File: src/rtl/seg7_scan_driver.sv
// Multiplexed common-anode seven-segment driver with blanking and leading-zero suppression.
// Define SEG7_HEX_DECODE_EN to show codes 10..15 as A,b,C,d,E,F instead of "0".
module seg7_scan_driver #(
    parameter int NUM_DIGITS = 4,
    parameter int SCAN_DIV   = 1000
) (
    input  logic                    clk,
    input  logic                    reset,
    input  logic                    load,
    input  logic [4*NUM_DIGITS-1:0] value,
    input  logic [NUM_DIGITS-1:0]   dp_in,
    input  logic                    lz_en,
    output logic [6:0]              seg_n,
    output logic                    dp_n,
    output logic [NUM_DIGITS-1:0]   an_n,
    output logic                    frame_done
);

    localparam int CW = $clog2(SCAN_DIV);
    localparam int IW = (NUM_DIGITS > 1) ? $clog2(NUM_DIGITS) : 1;
    localparam logic [CW-1:0] CNT_LAST = CW'(SCAN_DIV - 1);
    localparam logic [IW-1:0] IDX_LAST = IW'(NUM_DIGITS - 1);

    function automatic logic [6:0] decode(input logic [3:0] code);
        case (code)
            4'd0:    return 7'h3F;
            4'd1:    return 7'h06;
            4'd2:    return 7'h5B;
            4'd3:    return 7'h4F;
            4'd4:    return 7'h66;
            4'd5:    return 7'h6D;
            4'd6:    return 7'h7D;
            4'd7:    return 7'h07;
            4'd8:    return 7'h7F;
            4'd9:    return 7'h6F;
`ifdef SEG7_HEX_DECODE_EN
            4'd10:   return 7'h77;
            4'd11:   return 7'h7C;
            4'd12:   return 7'h39;
            4'd13:   return 7'h5E;
            4'd14:   return 7'h79;
            4'd15:   return 7'h71;
`endif
            default: return 7'h3F;
        endcase
    endfunction

    logic [4*NUM_DIGITS-1:0] shadow_val_r;
    logic [NUM_DIGITS-1:0]   shadow_dp_r;
    logic [CW-1:0]           cnt_r;
    logic [IW-1:0]           idx_r;

    logic [NUM_DIGITS-1:0]   zero_tail_s;
    logic [3:0]              cur_code_s;
    logic                    blank_s;
    logic [6:0]              seg_nxt_s;
    logic                    dp_nxt_s;
    logic [NUM_DIGITS-1:0]   an_nxt_s;

    // zero_tail_s[i]: digits i..NUM_DIGITS-1 of the shadow value are all zero
    for (genvar g = 0; g < NUM_DIGITS; g++) begin : g_tail
        assign zero_tail_s[g] = (shadow_val_r[4*NUM_DIGITS-1:4*g] == {(4*(NUM_DIGITS-g)){1'b0}});
    end

    // Blank decision: the first cycle of each slot, or a suppressed leading zero
    always_comb begin
        cur_code_s = shadow_val_r[{idx_r, 2'b00} +: 4];
        if (cnt_r == {CW{1'b0}}) begin
            blank_s = 1'b1;
        end else if (lz_en && (idx_r != {IW{1'b0}})) begin
            blank_s = zero_tail_s[idx_r];
        end else begin
            blank_s = 1'b0;
        end
    end

    // Next output pattern for the current scan position
    always_comb begin
        an_nxt_s  = {NUM_DIGITS{1'b1}};
        seg_nxt_s = 7'h7F;
        dp_nxt_s  = 1'b1;
        if (!blank_s) begin
            an_nxt_s[idx_r] = 1'b0;
            seg_nxt_s       = ~decode(cur_code_s);
            dp_nxt_s        = ~shadow_dp_r[idx_r];
        end else begin
            an_nxt_s  = {NUM_DIGITS{1'b1}};
            seg_nxt_s = 7'h7F;
            dp_nxt_s  = 1'b1;
        end
    end

    // Shadow capture, prescaler/digit scan and registered outputs
    always_ff @(posedge clk) begin
        if (reset) begin
            shadow_val_r <= {(4*NUM_DIGITS){1'b0}};
            shadow_dp_r  <= {NUM_DIGITS{1'b0}};
            cnt_r        <= {CW{1'b0}};
            idx_r        <= {IW{1'b0}};
            seg_n        <= 7'h7F;
            dp_n         <= 1'b1;
            an_n         <= {NUM_DIGITS{1'b1}};
            frame_done   <= 1'b0;
        end else begin
            if (load) begin
                shadow_val_r <= value;
                shadow_dp_r  <= dp_in;
            end
            if (cnt_r == CNT_LAST) begin
                cnt_r <= {CW{1'b0}};
                if (idx_r == IDX_LAST) begin
                    idx_r <= {IW{1'b0}};
                end else begin
                    idx_r <= idx_r + 1'b1;
                end
            end else begin
                cnt_r <= cnt_r + 1'b1;
            end
            frame_done <= (cnt_r == CNT_LAST) && (idx_r == IDX_LAST);
            seg_n      <= seg_nxt_s;
            dp_n       <= dp_nxt_s;
            an_n       <= an_nxt_s;
        end
    end

endmodule

File: config.mk
export PLATFORM = sky130hd
export DESIGN_NAME = seg7_scan_driver
export DESIGN_NICKNAME = d
export VERILOG_FILES = /design/src/rtl/seg7_scan_driver.sv
export SDC_FILE = /design/constraint.sdc
export NUM_CORES = 1
export LEC_CHECK = 0
export ABC_AREA = 1
export BUFFER_PORTS_ARGS = -buffer_cell sky130_fd_sc_hd__buf_2
export CORE_MARGIN = 4
export CORE_UTILIZATION = 35
export DETAILED_ROUTE_END_ITERATION = 8
export PLACE_DENSITY = 0.53
export SYNTH_ARGS = -nofsm -noshare
export SYNTH_HDL_FRONTEND = slang
export SYNTH_SLANG_ARGS = --single-unit
File: constraint.sdc
create_clock -name clk -period 2 [get_ports clk]
set_input_delay 0.2 -clock clk [delete_from_list [all_inputs] [get_ports clk]]
set_output_delay 0.2 -clock clk [all_outputs]
set_load 0.01 [all_outputs]
==> metrics <==
critical path data arrival time 1.87 ns; power per standard cell area 754 nW/um2; Synth Register Bits 45; drt first pass iters 4; Wirelength per Cell 11.1 um; deepest clock path buffer count 2; final worst path period share 85.0%; Cells after DPL approximately 390; post-layout util around 43%; Setup WS pre-CTS ~0.3 ns; max-slew violation count 0; status completed; Leakage about 1.1 nW; Final Net Count about 360; GP Congestion 0.820; share of layout cells above drive strength 1 17.5%; largest net degree at the start of global routing 26; syn nets 320; Fmax between 500 and 600 MHz; Clock Sinks 45; H-tree depth 2; placed wire-length estimate ~3200 um; Yosys cell types 19; clk root buf clkbuf_8; Yosys warnings 0; final hold violations 0; Setup Viol. Count Final 0; clk_lat worst skew 0.30 ns; Max VDD drop about 0.40 mV; P&R area growth vs syn 16.7%; # fillers 618; Data required, critical path between 2 and 2.5 ns; TritonCTS Buffers 5; setup TNS 0 ns; I/O Buffers 36; post-layout minimum cycle time 1.70 ns; final hold slack roughly 0.12 ns; Rel. slew slack 56.2%; Vias/cell 4.57; die area 7140 um2; Hold-fix buffers, CTS 0; Die W 84.5 um; CTS resizes 0; CTS tree yes; post-CTS setup repair buffer count 0; multi-input logic area 992 um2; total number of vias 1815; critical path capture point type flip-flop; Initial Utilization 36.7%; Tot GR Track Use 13.3%; chip height between 80 and 90 um; final wirelength between 4000 and 5000 um; num rows 27; first-pass GRT wire length 7780 um; Min-Delay Path Class in -> reg; Max FO, Critical Path 16; non-filler cells, final 397; post-route worst setup slack 0.301 ns; initial drt markers just over 90; RSZ-0062 raised after global routing no; diodes inserted 0; Setup Skew 0.00932 ns; Core Footprint roughly 5600 um2; Avg Inst Size Synth 7.16 um2; gr ovfl total 0; I/O pin cnt 37; number of max-cap violations 0; Worst-Margin Slew 0.656 ns; kind of critical path reg -> reg; vias in the first global route 1751; antenna viol nets, final 0; clock slew at reported path FFs 0.08 ns; initial antenna violation count 0; Post-Syn Instances approximately 290; Seq. cell area 901 um2; Worst setup SP type flip-flop; sequential share of the synthesized area approximately 44%; DRC viols 0; Mapped Area 2050 um2
-- worst max-delay path, stage by stage, from the launching register on --
cell	delay, ns
dfxtp_1	0.32
inv_1	0.33
ha_1	0.24
nor2_1	0.06
nand3_1	0.06
nor2_1	0.06
a21oi_2	0.41
nand2_1	0.11
-- cell usage after synthesis --
library cell	instances	share of area [%]
nand2_1	61	11
nor2_1	56	10
dfxtp_1	45	44
inv_1	26	4.8
nand3_1	25	6.1
o21ai_0	24	5.9
a21oi_1	14	3.4
ha_1	10	6.1
clkbuf_1	5	0.92
nand2_2	4	1.2
nor3_1	4	0.98
buf_6	3	1.7
a21oi_2	2	0.86
nand4_1	2	0.61
inv_2	1	0.18
nand3_2	1	0.49
nand4_2	1	0.61
or2_2	1	0.31
xor2_1	1	0.43
-- power breakdown --
part           switching (W)  internal [W]  leakage [nW]
registers          0.0000274      0.000945         0.371
logic               0.000120     0.0000825         0.697
clock network       0.000312      0.000313        0.0542
total               0.000460       0.00134          1.12
-- per-stage QoR --
step / power, W / cell area [um2]
2_1_floorplan: 0.00113 / 2050
3_3_place_gp: 0.00120 / 2290
3_5_place_dp: 0.00120 / 2290
4_1_cts: 0.00183 / 2390
5_1_grt: 0.00190 / 2390
6_report: 0.00180 / 2390
-- layer usage --
metal	part of all wire, %	wire length [um]	global-route usage, %	vias to the layer above
met5	0	0	0	-
met3	5.3	231	4.51	8
li1	-	-	-	986
met4	2.0	89	4.89	0
met1	50	2210	16.5	790
met2	42	1860	21.4	31
-- state kept, by name, summed over array words and instances, names as in the netlist --
signal and cells:
shadow_dp_r 4, shadow_val_r 16, an_n 4, dp_n 1, idx_r 2, seg_n 7, cnt_r 10, frame_done 1
-- layout make-up --
type / instances / area share (%)
Multi-Input combinational cell: 206 / 41.5
Clock inverter: 1 / 0.210
Timing Repair Buffer: 39 / 8.49
Sequential cell: 45 / 37.7
Tap cell: 72 / 3.77
Clock buffer: 7 / 4.03
Inverter: 27 / 4.24
-- worst paths after layout --
path                                       from               to  slack (ns)  depth (start not counted)
worst max register to register         idx_r[0]         seg_n[1]        0.30                          7
worst max-delay path                   idx_r[0]         seg_n[1]        0.30                          7
worst min register to register  shadow_val_r[7]  shadow_val_r[7]        0.48                          2
worst min-delay path                   dp_in[3]   shadow_dp_r[3]        0.12                          3
-- cells by family after synthesis --
group | share of synthesized area, %
buffers and inverters | 7.52
flip-flops | 44.0
adder cells (fa/ha/maj) | 6.11
AO/OA/AOI/OAI | 10.1
XOR/XNOR | 0.428
AND/OR/NAND/NOR | 31.8
-- cell usage in the layout, fill, tap and decap left out, drive strengths merged --
cell type | netlist | routed
nor3 | 4 | 4
o21ai | 24 | 24
clkinv | 0 | 1
or2 | 1 | 1
nor2 | 56 | 56
nand4 | 3 | 3
inv | 27 | 27
xor2 | 1 | 1
clkbuf | 5 | 7
nand2 | 65 | 65
dfxtp | 45 | 45
a21oi | 16 | 16
ha | 10 | 10
nand3 | 26 | 26
buf | 3 | 39
No activity file was read; power rests on OpenSTA's default activity.
